--- config.mk ---
export PLATFORM = sky130hd
export DESIGN_NAME = triangle_channel
export DESIGN_NICKNAME = d
export VERILOG_FILES = /design/src/rtl/triangle_channel.sv
export SDC_FILE = /design/constraint.sdc
export NUM_CORES = 1
export LEC_CHECK = 0
export CAP_MARGIN = 30
export CORE_MARGIN = 2
export CORE_UTILIZATION = 40
export DETAILED_ROUTE_END_ITERATION = 16
export GPL_TIMING_DRIVEN = 0
export SYNTH_ARGS = -nofsm -noshare
export SYNTH_HDL_FRONTEND = slang
export SYNTH_SLANG_ARGS = --single-unit
export TNS_END_PERCENT = 50
--- constraint.sdc ---
create_clock -name clk -period 6.03 [get_ports clk]
set_input_delay 1.206 -clock clk [delete_from_list [all_inputs] [get_ports clk]]
set_output_delay 1.206 -clock clk [all_outputs]
set_load 0.005 [all_outputs]
--- src/rtl/triangle_channel.sv ---
// Triangle-style waveform channel: timer, step sequencer, linear and length
// counters with channel gating, and a registered sample for the mixer.
module triangle_channel #(
    parameter int TIMER_W   = 11,
    parameter int DAC_W     = 4,
    parameter int LIN_W     = 7,
    parameter int ULTRA_MIN = 2
) (
    input  logic               clk,
    input  logic               rst,
    input  logic               timer_tick,
    input  logic               enable_240hz,
    input  logic               enable_120hz,
    input  logic               lin_control,
    input  logic [LIN_W-1:0]   lin_preset,
    input  logic [TIMER_W-1:0] period,
    input  logic [4:0]         length_select,
    input  logic               reload_pulse,
    input  logic               channel_en,
    input  logic [1:0]         mode,
    output logic [DAC_W-1:0]   wave_out,
    output logic               active
);

    localparam int SEQ_W = DAC_W + 1;
    localparam logic [TIMER_W-1:0] ULTRA_LIMIT = TIMER_W'(ULTRA_MIN);
    localparam logic [DAC_W-1:0]   MIDPOINT    = {1'b1, {(DAC_W-1){1'b0}}};

    typedef enum logic [1:0] {
        MODE_TRIANGLE = 2'b00,
        MODE_SAW_UP   = 2'b01,
        MODE_SAW_DOWN = 2'b10,
        MODE_SILENT   = 2'b11
    } mode_t;

    function automatic logic [7:0] length_lut(input logic [4:0] idx);
        logic [7:0] val;
        val = 8'd0;
        case (idx)
            5'd0:  val = 8'd10;
            5'd1:  val = 8'd254;
            5'd2:  val = 8'd20;
            5'd3:  val = 8'd2;
            5'd4:  val = 8'd40;
            5'd5:  val = 8'd4;
            5'd6:  val = 8'd80;
            5'd7:  val = 8'd6;
            5'd8:  val = 8'd160;
            5'd9:  val = 8'd8;
            5'd10: val = 8'd60;
            5'd11: val = 8'd10;
            5'd12: val = 8'd14;
            5'd13: val = 8'd12;
            5'd14: val = 8'd26;
            5'd15: val = 8'd14;
            5'd16: val = 8'd12;
            5'd17: val = 8'd16;
            5'd18: val = 8'd24;
            5'd19: val = 8'd18;
            5'd20: val = 8'd48;
            5'd21: val = 8'd20;
            5'd22: val = 8'd96;
            5'd23: val = 8'd22;
            5'd24: val = 8'd192;
            5'd25: val = 8'd24;
            5'd26: val = 8'd72;
            5'd27: val = 8'd26;
            5'd28: val = 8'd16;
            5'd29: val = 8'd28;
            5'd30: val = 8'd32;
            5'd31: val = 8'd30;
            default: val = 8'd0;
        endcase
        return val;
    endfunction

    logic [TIMER_W-1:0] timer;
    logic [SEQ_W-1:0]   seq;
    logic [LIN_W-1:0]   linear;
    logic [7:0]         length;
    logic               reload_flag;

    logic               step_en;
    logic               seq_advance;
    logic [7:0]         length_next;
    logic [LIN_W-1:0]   linear_next;
    logic               flag_set;
    logic               flag_next;
    logic               ultrasonic;
    logic [DAC_W-1:0]   lo;
    logic [DAC_W-1:0]   hi;
    logic [DAC_W-1:0]   sample;

    always_comb begin
        step_en     = timer_tick && (timer == '0);
        seq_advance = step_en && (linear != '0) && (length != 8'd0);
        ultrasonic  = (period < ULTRA_LIMIT);
    end

    // Disable beats a $400B write; a write beats the half-frame decrement.
    always_comb begin
        length_next = length;
        if (!channel_en) begin
            length_next = 8'd0;
        end else if (reload_pulse) begin
            length_next = length_lut(length_select);
        end else if (enable_120hz && !lin_control && (length != 8'd0)) begin
            length_next = length - 8'd1;
        end
    end

    // A write in the same cycle as the quarter-frame strobe counts as already set
    // and survives that strobe even when lin_control is low.
    always_comb begin
        flag_set    = reload_flag | reload_pulse;
        linear_next = linear;
        flag_next   = flag_set;
        if (enable_240hz) begin
            if (flag_set) begin
                linear_next = lin_preset;
            end else if (linear != '0) begin
                linear_next = linear - LIN_W'(1);
            end
            if (!lin_control && !reload_pulse) begin
                flag_next = 1'b0;
            end
        end
    end

    always_comb begin
        lo     = seq[DAC_W-1:0];
        hi     = seq[DAC_W:1];
        sample = '0;
        if ((mode_t'(mode) != MODE_SILENT) && ultrasonic) begin
            sample = MIDPOINT;
        end else begin
            case (mode_t'(mode))
                MODE_TRIANGLE: sample = seq[DAC_W] ? lo : ~lo;
                MODE_SAW_UP:   sample = hi;
                MODE_SAW_DOWN: sample = ~hi;
                default:       sample = '0;
            endcase
        end
    end

    always_ff @(posedge clk) begin
        if (rst) begin
            timer       <= '0;
            seq         <= '0;
            linear      <= '0;
            length      <= 8'd0;
            reload_flag <= 1'b0;
            wave_out    <= '0;
            active      <= 1'b0;
        end else begin
            if (timer_tick) begin
                timer <= (timer == '0) ? period : (timer - TIMER_W'(1));
            end
            if (seq_advance) begin
                seq <= seq + SEQ_W'(1);
            end
            length      <= length_next;
            active      <= (length_next != 8'd0);
            linear      <= linear_next;
            reload_flag <= flag_next;
            wave_out    <= sample;
        end
    end

endmodule

# Word-level counts from Yosys, hierarchy flattened
# Memories as Yosys holds them, arrays and structs flattened.
# Index checks and enable logic that the tools add are counted.
word_totals:
  reg_bits: 37
  latch_bits: 0
  ram_bits: 0
  rom_bits: 224
  input_bits: 33
  out_inout_bits: 5
  wordCells: 48
  mem_count: 1
memory_table:
  columns: ["name", "depth", "width", "read_ports", "rd_ports_with_merged_regs", "write_ports", "line", "rtl"]
  rows:
  - ["(name not given)", 32, 7, 1, 0, 0, "39", "case (idx)"]
classes:
  add_sub_neg: 4
  mul: 0
  n_div: 0
  n_lt_le_gt_ge: 1
  n_eq_ne: 3
  shifts: 0
  muxes: 11
  n_bitwise: 3
  n_reduce_logical: 17
op_table:
  columns: ["op", "count"]
  rows:
  - ["two-way mux 8 bit", 3]
  - ["nonzero test 8 bit", 2]
  - ["two-way mux 7 bit", 2]
  - ["one-hot mux 4 bit (3 select lines)", 1]
  - ["zero test 11 bit", 1]
  - ["less-than comparator 11 x 2 -> 1 bit, second input constant", 1]
  - ["two-way mux 11 bit", 1]
  - ["subtractor 11 x 1 -> 11 bit, second input constant", 1]
  - ["two-way mux 4 bit", 2]
  - ["NOT 4 bit", 2]
  - ["subtractor 8 x 1 -> 8 bit, second input constant", 1]
  - ["logical AND 1 bit", 7]
  - ["nonzero test 7 bit", 1]
  - ["subtractor 7 x 1 -> 7 bit, second input constant", 1]
  - ["adder 5 x 1 -> 5 bit, second input constant", 1]
  - ["== test 2 x 1 -> 1 bit, second input constant", 1]
  - ["== test 2 bit, second input constant", 1]
  - ["zero test 1 bit", 2]
  - ["zero test 2 bit", 1]
  - ["two-way mux 1 bit", 2]
  - ["!= test 2 bit, second input constant", 1]
  - ["AND reduction 2 bit", 1]
  - ["nonzero test 2 bit", 1]
  - ["OR reduction 2 bit", 1]
  - ["OR 1 bit", 1]

# Longest topological paths before layout
# Gate-level depths: netlist of run 1.
logic_depth:
  word_depth: 7
  mapped_depth: 10
  ltp_nobuf: 8

# Least setup slack after synthesis of run 1
# No wires, ideal clock.
synth_timing:
  path_kind: "input -> register"
  from: "in lin_control"
  to: "reg active"
  setup_time_ns: 0.077
  arrival_ns: 2.637
  t_required_ns: 5.953
  path_slack_ns: 3.316
  path_stages: 6
  path_buffers: 0
  path_cell_list: "nand2b_1 > or4b_1 > or4b_1 > nand3_1 > nor4_1 > a41oi_2"
synth_via:
  elab_chain_cells: 7
synth_lines:
  columns: ["element", "line", "rtl"]
  rows:
  - ["start: declaration", "14", "input logic lin_control,"]
  - ["zero test 1 bit", "107", "end else if (enable_120hz && !lin_control && (length != 8'd0)) begin"]
  - ["logical AND 1 bit (2 in a row)", "107", null]
  - ["two-way mux 8 bit", "107", null]
  - ["two-way mux 8 bit", "105", "end else if (reload_pulse) begin"]
  - ["two-way mux 8 bit", "103", "if (!channel_en) begin"]
  - ["nonzero test 8 bit", "163", "active <= (length_next != 8'd0);"]
  - ["end signal: assignment", "163", null]
  - ["end: declaration", "22", "output logic active"]
# No other way between the ends.
# A chain may end at the register's enable or synchronous reset.

# Worst setup path after layout of run 1
layout_timing:
  from: "in length_select[0]"
  to: "reg active"
layout_via:
  elab_chain_cells: 4
layout_lines:
  columns: ["element", "line", "rtl"]
  rows:
  - ["start: declaration", "17", "input logic [4:0] length_select,"]
  - ["memory read (32 x 7 bit)", null, null]
  - ["two-way mux 8 bit", "105", null]
  - ["two-way mux 8 bit", "103", null]
  - ["nonzero test 8 bit", "163", null]
# No other way between the ends.

==> results of run 1 <==
-- layout make-up --
type | instances | area [um^2]
plain buffers | 17 | 65.1
repair buffers | 36 | 360
clock buffers | 6 | 72.6
well taps | 75 | 93.8
multi-input cells | 243 | 1550
fillers | 611 | 2930
flip-flops and latches | 37 | 741
clock inverters | 2 | 10.0
inverters | 16 | 60.1
-- final timing paths --
kind / start / end / slack [ns] / cells past startpoint
hold reg to reg: timer[9] / timer[9] / 0.49 / 2
setup / recovery: length_select[0] / active / 2.66 / 8
setup reg to reg: length[4] / active / 3.55 / 6
hold / removal: timer[9] / timer[9] / 0.49 / 2
-- through the flow --
stage	total power (uW)	hold WS (ns)	utilization, %	setup slack (ns)
4_1_cts	723	0.498	50.2	2.68
3_5_place_dp	549	0.487	48.8	2.37
6_report	715	0.493	50.2	2.66
5_1_grt	772	0.527	50.2	2.51
2_1_floorplan	474	0.457	-	3.32
3_3_place_gp	545	0.476	48.8	2.37
-- cells in the final DEF (no fill, tap or decap), types with 2 or more instances in the layout --
master,Yosys,routed
nor2_1,39,39
dfxtp_1,37,37
clkdlybuf4s50_1,0,36
a21oi_1,24,24
nand2_1,24,24
clkbuf_1,16,17
inv_1,16,16
o21ai_0,16,16
a211oi_1,13,13
ha_1,12,12
nor2b_1,8,8
nor3_1,8,8
xnor2_1,7,7
nor4_1,6,6
nand2b_1,6,6
nand3_1,6,6
or3_1,5,5
a22oi_1,5,5
clkbuf_8,0,5
mux2i_1,4,4
a221oi_1,4,4
nor3b_1,4,4
nand4_1,4,4
xor2_1,4,4
o21a_1,4,4
a31oi_1,3,3
and3_1,3,3
nand3b_1,3,3
a2111oi_0,3,3
or3b_2,3,3
o22ai_1,3,3
o31ai_1,2,2
o211ai_1,2,2
or2_2,2,2
or4b_1,2,2
clkinv_2,0,2
-- kinds of logic (layout without fill, tap and decap cells) --
family / count (synthesis) / in the layout / synth area share [%]
multiplexers: 6 / 6 / 3.06
AO/OA/AOI/OAI: 85 / 85 / 23.0
flip-flops: 37 / 37 / 30.7
AND/OR/NAND/NOR: 129 / 129 / 27.9
adder cells (fa/ha/maj): 12 / 12 / 6.21
XOR/XNOR: 11 / 11 / 3.99
buffers and inverters: 33 / 77 / 5.18
-- power by group --
part,switching (uW),internal (uW),total [uW]
registers,27.9,274,302
logic,133,111,244
clock network,90.0,80.2,170
total,251,465,715
-- per-layer routing --
layer / routed length, um / vias to the layer above / GRT usage (%)
met2: 2620 / 41 / 29.6
met5: 0 / - / 0
met1: 2840 / 1068 / 25.7
met4: 63 / 0 / 5.83
li1: - / 1215 / -
met3: 230 / 7 / 3.41
-- worst min-delay path, stage by stage, from the launching register on --
cell	delay, ns
dfxtp_1	0.32
inv_1	0.05
a221oi_1	0.06
-- sequential cells by signal, indices dropped and copies added (netlist names) --
name         flops
timer           11
length           8
linear           7
seq              5
wave_out         4
active           1
reload_flag      1
==> results.json, run 1 <==
{
  "netlist_instances": 313,
  "hold_viol_final": 0,
  "post_drt_wl_per_cell_um": 13.3,
  "cp-end-kind": "register",
  "finalNonFillerCells": 432,
  "clk_latency_ns": 0.29,
  "cts_setup_buffers": 0,
  "io_buffers": 36,
  "fmax_ghz": 0.297,
  "io_pins": 38,
  "p_leak_uw": 0.00111,
  "setup.worst_path.start_class": "input pin",
  "yosysWarnings": 0,
  "numCtsBuffers": 5,
  "placedCellCount": 424,
  "drv_cap": 0,
  "rows": 28,
  "crit_family": "buffers and inverters",
  "max_slew_margin_pct": 42.1,
  "dp_hpwl_um": 4330,
  "grt_pass1_wl_um": 9770,
  "cts_resized": 0,
  "netlist.area_leader.share_pct": 30.7,
  "antenna_left": 0,
  "grt.total_usage_pct": 18.7,
  "first_pass_iters": 4,
  "post-route-cell-area_um2": 2950,
  "ys_seq_area_share_pct": 30.7,
  "cts-root-buf": "clkbuf_8",
  "period_share_pct": 55.9,
  "required_ns": 6.18,
  "synth_flop_cell": "dfxtp_1",
  "finalSetupTns_ns": 0,
  "finalSetupViolCount": 0,
  "cp_slowest_cell": "clkdlybuf4s50_1",
  "synth_seq_cells": 37,
  "drc": 0,
  "worst-path-buf-inv": 2,
  "cts_tree": "done",
  "ys_types": 48,
  "num-nets-final": 401,
  "p_per_area_nw_per_um2": 242,
  "arrival_ns": 3.52,
  "cts_buffer_depth": 2,
  "ir_drop_mv": 0.136,
  "die_h_um": 81.7,
  "antenna_cells": 0,
  "cts.sinks": 37,
  "status": "completed",
  "skew_ns": 0.00399,
  "grt-ovfl-total": 0,
  "grt_pass1_vias": 2177,
  "synth_area_per_cell_um2": 7.72,
  "via_count": 2331,
  "hold_buffers": 0,
  "die_x_um": 81.7,
  "tightest_slew_ns": 0.860,
  "slew_viol_final": 0,
  "grt_antenna_before_repair": 0,
  "dieArea_um2": 6680,
  "dpl-instance-area_um2": 2870,
  "fin_crit_ns": 3.37,
  "cp_cell_sequence": "clkdlybuf4s50_1, inv_1, ha_1, mux4_2, o21ai_0, o211ai_1, nor3_1, a41oi_2",
  "postSynth.asyncResetShare_pct": 0,
  "ys_top_cells_by_area": "dfxtp_1 31%, ha_1 6.2%, nor2_1 6.1%",
  "mappedNetlistNets": 358,
  "layout-drive-gt1-share_pct": 5.04,
  "cp_max_fo": 9,
  "gp_congestion": 0.802,
  "synth_area_leader_cell": "dfxtp_1",
  "max_stage_delay_ns": 0.68,
  "wl_um": 5750,
  "core_um2": 5890,
  "vias_per_cell": 5.40,
  "start_util_pct": 41.1,
  "netlist_area_um2": 2420,
  "yosysMostFrequentCell": "nor2_1",
  "rsz0062_at_grt": "no",
  "area_growth_pct": 22.2,
  "h-tree-depth": 2,
  "crit_type": "in -> reg",
  "min_path_type": "reg -> reg",
  "synth_edf_count": 0,
  "grt_max_degree": 12,
  "initialDrtViolationCount": 142,
  "synth_commonest_cells": "39 x nor2_1, 37 x dfxtp_1, 24 x a21oi_1, 24 x nand2_1",
  "clkTransAtPathRegs_ns": 0.07
}
(Power assumes the default switching activity.)
==> run 2: changes to the inputs <==
==> constraint.sdc (replaced) <==
create_clock -name clk -period 3.3 [get_ports clk]
set_input_delay 0.66 -clock clk [delete_from_list [all_inputs] [get_ports clk]]
set_output_delay 0.66 -clock clk [all_outputs]
set_load 0.005 [all_outputs]
==> results of run 2 <==
Same layout as run 1 (identical final DEF). Status: completed.
Main changes from that run: setup slack after placement 2.37 ns -> 0.191 ns; setup slack after layout 2.66 ns -> 0.476 ns; register-to-register setup slack 3.55 ns -> 0.82 ns; total power 715 uW -> 1310 uW; worst IR drop on VDD 0.136 mV -> 0.249 mV
==> run 3: changes to the inputs <==
--- a/config.mk
+++ b/config.mk
@@ -8,6 +8,7 @@
 export CAP_MARGIN = 30
 export CORE_MARGIN = 2
 export CORE_UTILIZATION = 40
+export CTS_CLUSTER_SIZE = 14
 export DETAILED_ROUTE_END_ITERATION = 16
 export GPL_TIMING_DRIVEN = 0
 export SYNTH_ARGS = -nofsm -noshare
==> results of run 3 <==
Same layout as run 1 (identical final DEF). Status: completed.
Main changes from that run: setup slack after placement 2.37 ns -> 0.191 ns; setup slack after layout 2.66 ns -> 0.476 ns; register-to-register setup slack 3.55 ns -> 0.82 ns; total power 715 uW -> 1310 uW; worst IR drop on VDD 0.136 mV -> 0.249 mV
